--- src/rtl/spi_cfg_pkg.sv ---
// Shared frame constants, register addresses and FSM encoding for spi_cfg_peripheral.
package spi_cfg_pkg;

  localparam int FRAME_W = 16;

  localparam logic [6:0] ADDR_EN_OUT_LO = 7'h00;
  localparam logic [6:0] ADDR_EN_OUT_HI = 7'h01;
  localparam logic [6:0] ADDR_EN_PWM_LO = 7'h02;
  localparam logic [6:0] ADDR_EN_PWM_HI = 7'h03;
  localparam logic [6:0] ADDR_DUTY      = 7'h04;

  typedef enum logic [1:0] {
    ST_IDLE   = 2'd0,
    ST_SHIFT  = 2'd1,
    ST_COMMIT = 2'd2
  } state_t;

endpackage

--- src/rtl/cdc_sync_bit.sv ---
// Single-bit synchroniser: SYNC_STAGES flip-flops with a selectable reset value.
module cdc_sync_bit #(
  parameter int unsigned SYNC_STAGES = 2,
  parameter logic        RST_VAL     = 1'b0
) (
  input  logic clk,
  input  logic rst_n,
  input  logic d,
  output logic q
);

  logic [SYNC_STAGES-1:0] ff;

  always_ff @(posedge clk or negedge rst_n) begin
    if (!rst_n) ff <= {SYNC_STAGES{RST_VAL}};
    else        ff <= {ff[SYNC_STAGES-2:0], d};
  end

  assign q = ff[SYNC_STAGES-1];

endmodule

--- src/rtl/spi_cfg_peripheral.sv ---
// Write-only SPI mode-0 slave holding the five PWM configuration registers.
// Optional register readback on cipo is enabled by defining SPI_CFG_READBACK_EN.
module spi_cfg_peripheral
  import spi_cfg_pkg::*;
#(
  parameter int unsigned SYNC_STAGES = 2,
  parameter int unsigned NUM_REGS    = 5,
  parameter int unsigned ADDR_W      = 7,
  parameter int unsigned DATA_W      = 8
) (
  input  logic              clk,
  input  logic              rst_n,
  input  logic              sclk,
  input  logic              copi,
  input  logic              ncs,
  output logic              cipo,
  output logic [DATA_W-1:0] en_reg_out_7_0,
  output logic [DATA_W-1:0] en_reg_out_15_8,
  output logic [DATA_W-1:0] en_reg_pwm_7_0,
  output logic [DATA_W-1:0] en_reg_pwm_15_8,
  output logic [DATA_W-1:0] pwm_duty_cycle,
  output logic              cfg_update
);

  localparam int CNT_W = $clog2(FRAME_W + 2);
  localparam int IDX_W = $clog2(NUM_REGS);

  logic sclk_s, copi_s, ncs_s;
  logic sclk_d, ncs_d;
  logic sclk_rise, ncs_rise, ncs_fall;

  cdc_sync_bit #(.SYNC_STAGES(SYNC_STAGES), .RST_VAL(1'b0)) u_sync_sclk (
    .clk(clk), .rst_n(rst_n), .d(sclk), .q(sclk_s));
  cdc_sync_bit #(.SYNC_STAGES(SYNC_STAGES), .RST_VAL(1'b0)) u_sync_copi (
    .clk(clk), .rst_n(rst_n), .d(copi), .q(copi_s));
  cdc_sync_bit #(.SYNC_STAGES(SYNC_STAGES), .RST_VAL(1'b1)) u_sync_ncs (
    .clk(clk), .rst_n(rst_n), .d(ncs), .q(ncs_s));

  always_ff @(posedge clk or negedge rst_n) begin
    if (!rst_n) begin
      sclk_d <= 1'b0;
      ncs_d  <= 1'b1;
    end else begin
      sclk_d <= sclk_s;
      ncs_d  <= ncs_s;
    end
  end

  assign sclk_rise = sclk_s & ~sclk_d;
  assign ncs_rise  = ncs_s & ~ncs_d;
  assign ncs_fall  = ~ncs_s & ncs_d;

  state_t                 state;
  logic [FRAME_W-1:0]     sr;
  logic [CNT_W-1:0]       cnt;
  logic [SYNC_STAGES-1:0] live;
  logic                   armed;
  logic [DATA_W-1:0]      regs [NUM_REGS];
  logic [ADDR_W-1:0]      f_addr;
  logic [DATA_W-1:0]      f_data;
  logic                   frame_ok;

  assign f_addr   = sr[FRAME_W-2 -: ADDR_W];
  assign f_data   = sr[DATA_W-1:0];
  assign frame_ok = (cnt == CNT_W'(FRAME_W)) && sr[FRAME_W-1] && (32'(f_addr) < NUM_REGS);

  // The ncs synchroniser resets high, so a low pin at reset release would look like a
  // falling edge; `live` marks when ncs_s reflects the pin, and a high must be seen first.
  always_ff @(posedge clk or negedge rst_n) begin
    if (!rst_n) begin
      state      <= ST_IDLE;
      sr         <= '0;
      cnt        <= '0;
      live       <= '0;
      armed      <= 1'b0;
      cfg_update <= 1'b0;
      for (int unsigned i = 0; i < NUM_REGS; i++) regs[i] <= '0;
    end else begin
      live       <= {live[SYNC_STAGES-2:0], 1'b1};
      armed      <= armed | (live[SYNC_STAGES-1] & ncs_s);
      cfg_update <= 1'b0;
      case (state)
        ST_IDLE: begin
          if (ncs_fall && armed) begin
            state <= ST_SHIFT;
            sr    <= '0;
            cnt   <= '0;
          end
        end
        ST_SHIFT: begin
          if (ncs_rise) begin
            state <= ST_COMMIT;
          end else if (sclk_rise && !ncs_s) begin
            sr <= {sr[FRAME_W-2:0], copi_s};
            if (cnt != CNT_W'(FRAME_W + 1)) cnt <= cnt + 1'b1;
          end
        end
        ST_COMMIT: begin
          state <= ST_IDLE;
          if (frame_ok) begin
            for (int unsigned i = 0; i < NUM_REGS; i++)
              if (f_addr == ADDR_W'(i)) regs[i] <= f_data;
            cfg_update <= 1'b1;
          end
        end
        default: state <= ST_IDLE;
      endcase
    end
  end

  assign en_reg_out_7_0  = regs[IDX_W'(ADDR_EN_OUT_LO)];
  assign en_reg_out_15_8 = regs[IDX_W'(ADDR_EN_OUT_HI)];
  assign en_reg_pwm_7_0  = regs[IDX_W'(ADDR_EN_PWM_LO)];
  assign en_reg_pwm_15_8 = regs[IDX_W'(ADDR_EN_PWM_HI)];
  assign pwm_duty_cycle  = regs[IDX_W'(ADDR_DUTY)];

`ifdef SPI_CFG_READBACK_EN
  logic              sclk_fall;
  logic [DATA_W-1:0] rd_val;
  logic [DATA_W-2:0] rd_sr;

  assign sclk_fall = ~sclk_s & sclk_d;

  // After 8 bits the R/W flag and address sit in the low bits of the shift register.
  always_comb begin
    rd_val = '0;
    if (!sr[ADDR_W])
      for (int unsigned i = 0; i < NUM_REGS; i++)
        if (sr[ADDR_W-1:0] == ADDR_W'(i)) rd_val = regs[i];
  end

  always_ff @(posedge clk or negedge rst_n) begin
    if (!rst_n) begin
      cipo  <= 1'b0;
      rd_sr <= '0;
    end else if (state != ST_SHIFT || ncs_s) begin
      cipo  <= 1'b0;
      rd_sr <= '0;
    end else if (sclk_fall) begin
      if (cnt == CNT_W'(1 + ADDR_W)) begin
        cipo  <= rd_val[DATA_W-1];
        rd_sr <= rd_val[DATA_W-2:0];
      end else if (cnt > CNT_W'(1 + ADDR_W) && cnt < CNT_W'(FRAME_W)) begin
        cipo  <= rd_sr[DATA_W-2];
        rd_sr <= {rd_sr[DATA_W-3:0], 1'b0};
      end
    end
  end
`else
  assign cipo = 1'b0;
`endif

endmodule

--- config.mk ---
export PLATFORM = sky130hd
export DESIGN_NAME = spi_cfg_peripheral
export DESIGN_NICKNAME = d
export VERILOG_FILES = /design/src/rtl/spi_cfg_pkg.sv /design/src/rtl/cdc_sync_bit.sv /design/src/rtl/spi_cfg_peripheral.sv
export SDC_FILE = /design/constraint.sdc
export NUM_CORES = 1
export LEC_CHECK = 0
export ABC_CLOCK_PERIOD_IN_PS = 2150
export BUFFER_PORTS_ARGS = -buffer_cell sky130_fd_sc_hd__buf_2
export CAP_MARGIN = 0
export CORE_MARGIN = 5
export CORE_UTILIZATION = 25
export CTS_CLUSTER_DIAMETER = 100
export DETAILED_ROUTE_END_ITERATION = 7
export PLACE_DENSITY = 0.49
export SLEW_MARGIN = 20
export SYNTH_ARGS = -nofsm -noshare
export SYNTH_HDL_FRONTEND = slang
export SYNTH_SLANG_ARGS = --single-unit
--- constraint.sdc ---
create_clock -name clk -period 2.15 [get_ports clk]
set_input_delay 0.645 -clock clk [delete_from_list [all_inputs] [get_ports clk]]
set_output_delay 0.645 -clock clk [all_outputs]
set_load 0.05 [all_outputs]
-- Word level (Yosys, flattened, before mapping)
Cells that the tools add are included.
- magnitude comparators: 1
- reduce and logical (&&, ||, !) cells: 16
- add/subtract/negate cells: 1
- bitwise gates (word level): 8
- muxes and demuxes: 14
- equal/unequal tests: 13
- operators by type and width (cell ; number):
    16-bit 2-to-1 mux ; 3
    16-bit one-hot mux with 2 select lines ; 1
    5-bit 2-to-1 mux ; 4
    3-bit AND reduction ; 5
    7-bit by 2-bit == test with 1-bit output, second input constant ; 2
    2-bit != test, second input constant ; 5
    5-bit one-hot mux with 2 select lines ; 1
    7-bit by 1-bit == test with 1-bit output, second input constant ; 1
    7-bit by 3-bit == test with 1-bit output, second input constant ; 1
    7-bit zero test ; 1
    7-bit by 3-bit less-than comparator with 1-bit output, second input constant ; 1
    5-bit by 1-bit adder with 5-bit output, second input constant ; 1
    5-bit == test, second input constant ; 1
    5-bit != test, second input constant ; 1
    5-bit AND reduction ; 1
    1-bit bitwise AND ; 4
    1-bit logical AND ; 4
    2-bit 2-to-1 mux ; 2
    2-bit one-hot mux with 2 select lines ; 1
    4-bit AND reduction ; 1
    1-bit inverter ; 3
    2-bit by 1-bit == test with 1-bit output, second input constant ; 1
    2-bit == test, second input constant ; 1
    2-bit zero test ; 1
    other kinds (5) ; 6
- input bits: 5
- word-level logic and storage cells: 69
- register bits after elaboration: 75
- output and inout bits: 42

-- Depth between registers and ports, before layout
Gate-level depths: netlist of run 1.
- depth after elaboration: 6
- mapped depth: 6
- gate-level depth less buffers: 6

-- By module
From an unflattened synthesis of run 1, not the netlist that was laid out.
- cell total of the unflattened synthesis: 228
- area, all modules: 3106.7 µm²
- by module, submodules not included (module ; area each (µm²) ; seq. area each (µm²) ; instances ; cells each):
    spi_cfg_peripheral ; 2954.1 ; 1727.9 ; 1 ; 222
    cdc_sync_bit at u_sync_copi ... ; 50.0 ; 50.0 ; 2 ; 2
    cdc_sync_bit at u_sync_ncs ; 52.6 ; 52.6 ; 1 ; 2

-- Least setup slack after synthesis of run 1
OpenSTA, ideal clock, no wires.
- path kind: register to register
- start: register sr[14]
- end: register regs, in the netlist en_reg_pwm_7_0[0]
- path buffers: 0
- data required time: 2025 ps
- clock period less this slack: 1801 ps
- library setup time: 125 ps
- setup slack: 349 ps
- stages on the path, launching flop included: 5
- arrival time: 1677 ps
- cell sequence: dfrtp_1 or4_1 nor4_4 nand3b_2 mux2_2
- longest elaborated chain between the ends: 3
- elaborated cells between the ends (all ways): 4
- those cells by class: order compare (1); eq/ne (1); reduce/logical (2)
- RTL lines (item ; line ; text):
    start, declared ; spi_cfg_peripheral.sv:54 ; logic [FRAME_W-1:0] sr;
    start signal, assigned ; spi_cfg_peripheral.sv:94 ; sr <= {sr[FRAME_W-2:0], copi_s};
    7-bit by 3-bit less-than comparator with 1-bit output ; spi_cfg_peripheral.sv:65 ; assign frame_ok = (cnt == CNT_W'(FRAME_W)) && sr[FRAME_W-1] && (32'(f_addr) < NUM_REGS);
    1-bit logical AND ; spi_cfg_peripheral.sv:65 ;
    3-bit AND reduction (no source line) (*) ; -- ;
    end signal, assigned by index ; spi_cfg_peripheral.sv:102 ; if (f_addr == ADDR_W'(i)) regs[i] <= f_data;
    end, declared ; spi_cfg_peripheral.sv:58 ; logic [DATA_W-1:0] regs [NUM_REGS];
Every way passes the cells marked *; elsewhere a longest branch is shown, timed or not.
A chain may end at the register's enable or synchronous reset.

-- Final worst setup path of run 1
- start: register cnt[0]
- end: register regs, in the netlist en_reg_pwm_7_0[7]
- longest elaborated chain between the ends: 4
- RTL lines (item ; line ; text):
    start, declared ; spi_cfg_peripheral.sv:55 ; logic [CNT_W-1:0] cnt;
    start signal, assigned ; spi_cfg_peripheral.sv:95 ; if (cnt != CNT_W'(FRAME_W + 1)) cnt <= cnt + 1'b1;
    5-bit == test ; spi_cfg_peripheral.sv:65 ;
    1-bit logical AND (2 in a row) ; spi_cfg_peripheral.sv:65 ;
    3-bit AND reduction (no source line) ; -- ;
No other way between the ends.

==> results of run 1 <==
layout make-up:
cell class | count | area (um^2) | area share [%]
clock buffers | 10 | 239 | 6.38
clock inverters | 6 | 63.8 | 1.70
well taps | 143 | 179 | 4.78
inverters | 5 | 18.8 | 0.501
flip-flops and latches | 75 | 1880 | 50.2
repair buffers | 57 | 330 | 8.82
multi-input cells | 137 | 1030 | 27.6
worst reg2reg max path, stage by stage (launching register included):
cell,delay [ps]
dfrtp_1,440
inv_1,80
ha_1,140
nand4b_1,220
nor4_4,380
nand3b_2,150
buf_4,200
mux2_2,280
sequential cells by signal, summed over array words and instances (netlist names):
| name | count |
|---|---|
| armed | 1 |
| cfg_update | 1 |
| cnt | 5 |
| en_reg_out_15_8 | 8 |
| en_reg_out_7_0 | 8 |
| en_reg_pwm_15_8 | 8 |
| en_reg_pwm_7_0 | 8 |
| live | 2 |
| ncs_d | 1 |
| pwm_duty_cycle | 8 |
| sclk_d | 1 |
| sr | 16 |
| state | 2 |
| u_sync_copi.ff | 2 |
| u_sync_ncs.ff | 2 |
| u_sync_sclk.ff | 2 |
cell usage after synthesis, drive strengths merged:
cell	count	area share, %
a21o	1	0.25
a21oi	3	0.51
nand2b	3	0.64
or4	3	0.76
o21ai	21	3.6
a211o	2	0.59
or3b	1	0.38
ha	3	1.3
nand4	2	0.85
nor2	6	0.76
nor3	2	0.34
dfstp	3	2.7
nand2	34	4.4
and3	1	0.21
inv	5	0.64
nand3	2	0.34
nor4	2	1.4
clkbuf	6	0.76
nand3b	3	0.89
nand4b	2	0.80
mux2	40	15
mux2i	1	0.34
buf	3	0.51
a31oi	1	0.21
dfrtp	72	61
conb	2	0.25
o22ai	1	0.21
nor2b	1	0.21
per-layer routing:
metal	global-route usage [%]	wire, um	vias up
met5	0	0	-
met4	3.91	99	0
met3	3.58	358	11
li1	-	-	901
met2	13.7	2850	42
met1	12.9	3090	948
cell families after synthesis:
logic type                 Yosys count
buffers and inverters               14
AOI/OAI and AO/OA                   29
muxes                               41
other                                2
and+or+nand+nor                     62
adders and majority gates            3
DFF                                 75
path summary, 6_finish.rpt:
path,from,slack [ps],endpoint
worst max-delay path,cnt[0]$_DFFE_PN0P_,150,en_reg_pwm_7_0[7]$_DFFE_PN0P_
worst min-delay path,rst_n,180,cnt[3]$_DFFE_PN0P_
worst max register to register,cnt[0]$_DFFE_PN0P_,150,en_reg_pwm_7_0[7]$_DFFE_PN0P_
worst min register to register,u_sync_copi.ff[0]$_DFF_PN0_,350,u_sync_copi.ff[1]$_DFF_PN0_
max in group asynchronous,rst_n,1380,cnt[0]$_DFFE_PN0P_
min in group clk,u_sync_copi.ff[0]$_DFF_PN0_,350,u_sync_copi.ff[1]$_DFF_PN0_
through the flow:
step	util (%)	worst slack [ps]	total power [W]	cells	hold WS (ps)
after floorplan	-	349	0.00163	226	331
final	32.5	148	0.00319	433	182
after CTS	32.4	102	0.00325	433	184
after detailed placement	29.8	109	0.00171	417	338
after global routing	32.5	12.5	0.00334	433	200
after global placement	29.8	172	0.00171	417	333
power groups by stage:
stage | clock network (W) | logic (W) | registers (W)
floorplan | 0 | 0.000111 | 0.00152
global placement | 0 | 0.000173 | 0.00153
detailed placement | 0 | 0.000177 | 0.00154
CTS | 0.00157 | 0.000177 | 0.00151
global route | 0.00162 | 0.000200 | 0.00152
finish | 0.00151 | 0.000171 | 0.00151
==> flow_summary.ini, run 1 <==
[global_route]
grt_pass1_vias = 1968
grt_util_all_layers_pct = 9.52
grt_start_max_net_pins = 58
grt_pass1_wl_um = 10700
antenna_found_initial = 0
gr-total-overflow = 0

[placed_design]
hpwl_um = 4310
io_buffers = 45
place_congestion = 0.782
dpl_cell_area_um2 = 3430

[route]
drc = 0
wl_per_cell_um = 14.8
first_pass_iters = 4
drtIter0Drc = 70
vias = 1902
wirelength_um = 6400
viasPerCell = 4.39
drt.antenna.violating_nets = 0

[synth]
synth_cell_types = 32
seq_area_frac_synth_pct = 63.6
synthMuxAreaShare_pct = 15.6
synthXorXnorAreaFrac_pct = 0
synth-seq-cells = 75
syn_inst = 226
synth_nets = 234
syn_area_per_cell_um2 = 13.1
synthSimpleGateAreaFrac_pct = 12.0
synth_top_family_by_area = multiplexers
synth-compound-area-share_pct = 5.33
synth_fa_ha_area_share_pct = 1.27
yosysWarningCount = 0
synth.cell_area_um2 = 2960

[worst_hold_path]
min_path_type = in2async

[setup_path]
cp.depth = 7
cp_num_buf_inv = 2
worst_setup_path_start_kind = register
reg2regPathDepth = 7
slowest_stage = dfrtp_1
worst-setup-path-type = reg2reg
crit_path_max_incr_delay_ps = 440
crit_family = simple AND/OR/NAND/NOR gates
endpoint_kind = register
path_cells = inv_1 -> ha_1 -> nand4b_1 -> nor4_4 -> nand3b_2 -> buf_4 -> mux2_2
crit_required_ps = 2370
cp.arrival_ps = 2220
critPathMaxFanout = 5

[die]
core_um2 = 11500
ioPinCount = 47
rows = 39
start_util_pct = 25.7
die_y_um = 119
die_width_um = 119
fp.dieArea_um2 = 14100

[final_layout]
drive_gt1_share_pct = 43.1
most-common-layout-cells = dfrtp_1 (72), buf_2 (44), mux2_2 (40), nand2_1 (33), o21ai_0 (21)
layout_commonest_cell = dfrtp_1
fillers = 1196
num_antenna_cells = 0
final_nets = 293
syn2layout_area_growth_pct = 26.7
fin_area_um2 = 3740

[timing]
max_freq_mhz = 500
hold_violations = 0
finalSetupTns_ps = 0
setup_viol = 0
rsz0062_at_grt = false
finalClockSkew_ps = 6.23
fin_crit_ps = 2000
drv_slew = 0
fin_crit_sh_pct = 93.1

[pwr]
p_sw_share_pct = 23.6
p_clk_share_pct = 47.4
p_sw_w = 0.000753
p_leak_nw = 1.92
combPwrFrac_pct = 5.3
ir_drop_uv = 381
power.internal_w = 0.00244
pwr-share-seq_pct = 47.3
power_density_nw_per_um2 = 853

[cts]
ctsResizeCount = 0
cts_setup_buffers = 0
h-tree-depth = 3
clk_path_buf_depth = 2
cts_buffers = 9
cts_tree = yes
clk_pin_slew_ps = 60
cts_root_buf = clkbuf_16
cts.sinks = 75
cts_hold_buf = 0
clkLatencyLatePin_ps = 330

[status]
status = finished, final reports clean

[job]
cap_violations = 0
(Power assumes the default switching activity.)
==> run 2: changes to the inputs <==
--- a/config.mk
+++ b/config.mk
@@ -6,12 +6,13 @@
 export NUM_CORES = 1
 export LEC_CHECK = 0
 export ABC_CLOCK_PERIOD_IN_PS = 2150
-export BUFFER_PORTS_ARGS = -buffer_cell sky130_fd_sc_hd__buf_2
+export BUFFER_PORTS_ARGS = -buffer_cell sky130_fd_sc_hd__buf_4
 export CAP_MARGIN = 0
 export CORE_MARGIN = 5
 export CORE_UTILIZATION = 25
 export CTS_CLUSTER_DIAMETER = 100
 export DETAILED_ROUTE_END_ITERATION = 7
+export MAX_ROUTING_LAYER = met4
 export PLACE_DENSITY = 0.49
 export SLEW_MARGIN = 20
 export SYNTH_ARGS = -nofsm -noshare
==> flow_summary.ini, run 2 (same netlist as run 1, synthesis figures left out) <==
[final_layout]
num_antenna_cells = 0
syn2layout_area_growth_pct = 30.9
final_nets = 294
layout_commonest_cell = dfrtp_1
drive_gt1_share_pct = 43.0
largest_reg_flops = 16
fin_util_pct = 33.6
most-common-layout-cells = dfrtp_1 (72), buf_4 (57), mux2_2 (40), nand2_1 (33), o21ai_0 (21)
largest-register = sr
fin_cells = 434

[die]
rows = 39
start_util_pct = 25.7
die_width_um = 119
fp.dieArea_um2 = 14100
ioPinCount = 47
die_y_um = 119
core_um2 = 11500

[global_route]
gr-total-overflow = 0
grt_util_all_layers_pct = 9.91
antenna_found_initial = 0
grt_pass1_vias = 1977
grt_start_max_net_pins = 35
grt_pass1_wl_um = 10900

[pwr]
ir_drop_uv = 326
p_leak_nw = 1.91
p_total_w = 0.00329
power_density_nw_per_um2 = 850

[status]
status = finished, final reports clean

[cts]
cts_setup_buffers = 0
cts_buffers = 9
clk_path_buf_depth = 2
clk_pin_slew_ps = 60
cts_hold_buf = 0
ctsResizeCount = 0
h-tree-depth = 3
cts_root_buf = clkbuf_16
clkLatencyLatePin_ps = 330
cts_tree = yes
cts.sinks = 75

[setup_path]
slowest_stage = or4_1
worst-setup-path-type = reg2reg
cp.arrival_ps = 2240
crit_start = sr[12]$_DFFE_PN0P_
crit_path_max_incr_delay_ps = 540
rrSetupSlack_ps = 130
r2r-end = en_reg_pwm_7_0[2]$_DFFE_PN0P_
reg2regPathDepth = 5
r2r-start = sr[12]$_DFFE_PN0P_
cp.depth = 5
crit_end = en_reg_pwm_7_0[2]$_DFFE_PN0P_
endpoint_kind = register
critPathMaxFanout = 5
crit_family = simple AND/OR/NAND/NOR gates
path_cells = or4_1 -> nor4_4 -> nand3b_2 -> buf_4 -> mux2_2
cp_num_buf_inv = 1
worst_setup_path_start_kind = register
crit_required_ps = 2370

[timing]
hold_violations = 0
fin_crit_sh_pct = 94.1
finalSetupTns_ps = 0
fin_crit_ps = 2020
max_freq_mhz = 495
drv_slew = 0
rsz0062_at_grt = false
finalClockSkew_ps = 6.76
setup_viol = 0

[route]
viasPerCell = 4.38
vias = 1900
wirelength_um = 6360
wl_per_cell_um = 14.7
first_pass_iters = 6
drc = 0
drt.antenna.violating_nets = 0
drtIter0Drc = 42

[job]
cap_violations = 0

[placed_design]
hpwl_um = 4370
io_buffers = 45
place_congestion = 0.745
dp_cells = 418

[worst_hold_path]
min_path_type = in2async
[run 2: cell count changes in the layout (fill, tap and decap cells not counted), sizes merged]
cell    delta
buf        +1
bufinv     +1
clkinv     -1
[run 2: worst register-to-register path: cells and delay by family (launching register included)]
family	cells	cell delay (ps)
flops	1	430
mux	1	270
buf+inv	1	190
simple gates	3	1030
[run 2: area by class of cell]
cell class / instances / area [um^2]
fill: 1175 / 7650
sequential: 75 / 1880
multi-input combinational: 137 / 1020
timing repair buffer: 58 / 448
clock buffer: 10 / 229
tap: 143 / 179
clock inverter: 6 / 88.8
inverter: 5 / 18.8
[run 2: report_power, final]
part	total (W)	leakage (nW)	switching (W)	internal (W)
clock	0.00161	0.149	0.000587	0.00102
combinational	0.000174	0.752	0.000115	0.0000586
sequential	0.00151	1.01	0.0000516	0.00145
total	0.00329	1.91	0.000754	0.00253
[run 2: through the flow]
stage / cell area (um^2) / setup slack (ps) / hold WS [ps]
global route: 3870 / 25.9 / 303
finish: 3870 / 128 / 262
detailed placement: 3540 / 101 / 335
CTS: 3860 / 91.9 / 279
global placement: 3540 / 183 / 334
floorplan: 2960 / 349 / 331
[run 2: how the worst min path moves through the flow]
stage                                            from                       endpoint  slack (ps)  depth (start not counted)
after detailed placement  u_sync_sclk.ff[0]$_DFF_PN0_    u_sync_sclk.ff[1]$_DFF_PN0_         330                          0
after global placement    u_sync_sclk.ff[0]$_DFF_PN0_    u_sync_sclk.ff[1]$_DFF_PN0_         330                          0
after global routing                            rst_n  en_reg_out_7_0[5]$_DFFE_PN0P_         300                          1
after CTS                                       rst_n    u_sync_sclk.ff[1]$_DFF_PN0_         280                          1
final                                           rst_n    u_sync_copi.ff[0]$_DFF_PN0_         260                          1
after floorplan                     live[0]$_DFF_PN0_              live[1]$_DFF_PN0_         330                          0
[run 2: per-layer routing]
metal,GRT usage (%),part of all wire (%)
met1,13.0,49
met2,14.2,45
met3,3.87,5.6
met4,2.82,0.83
met5,-,0
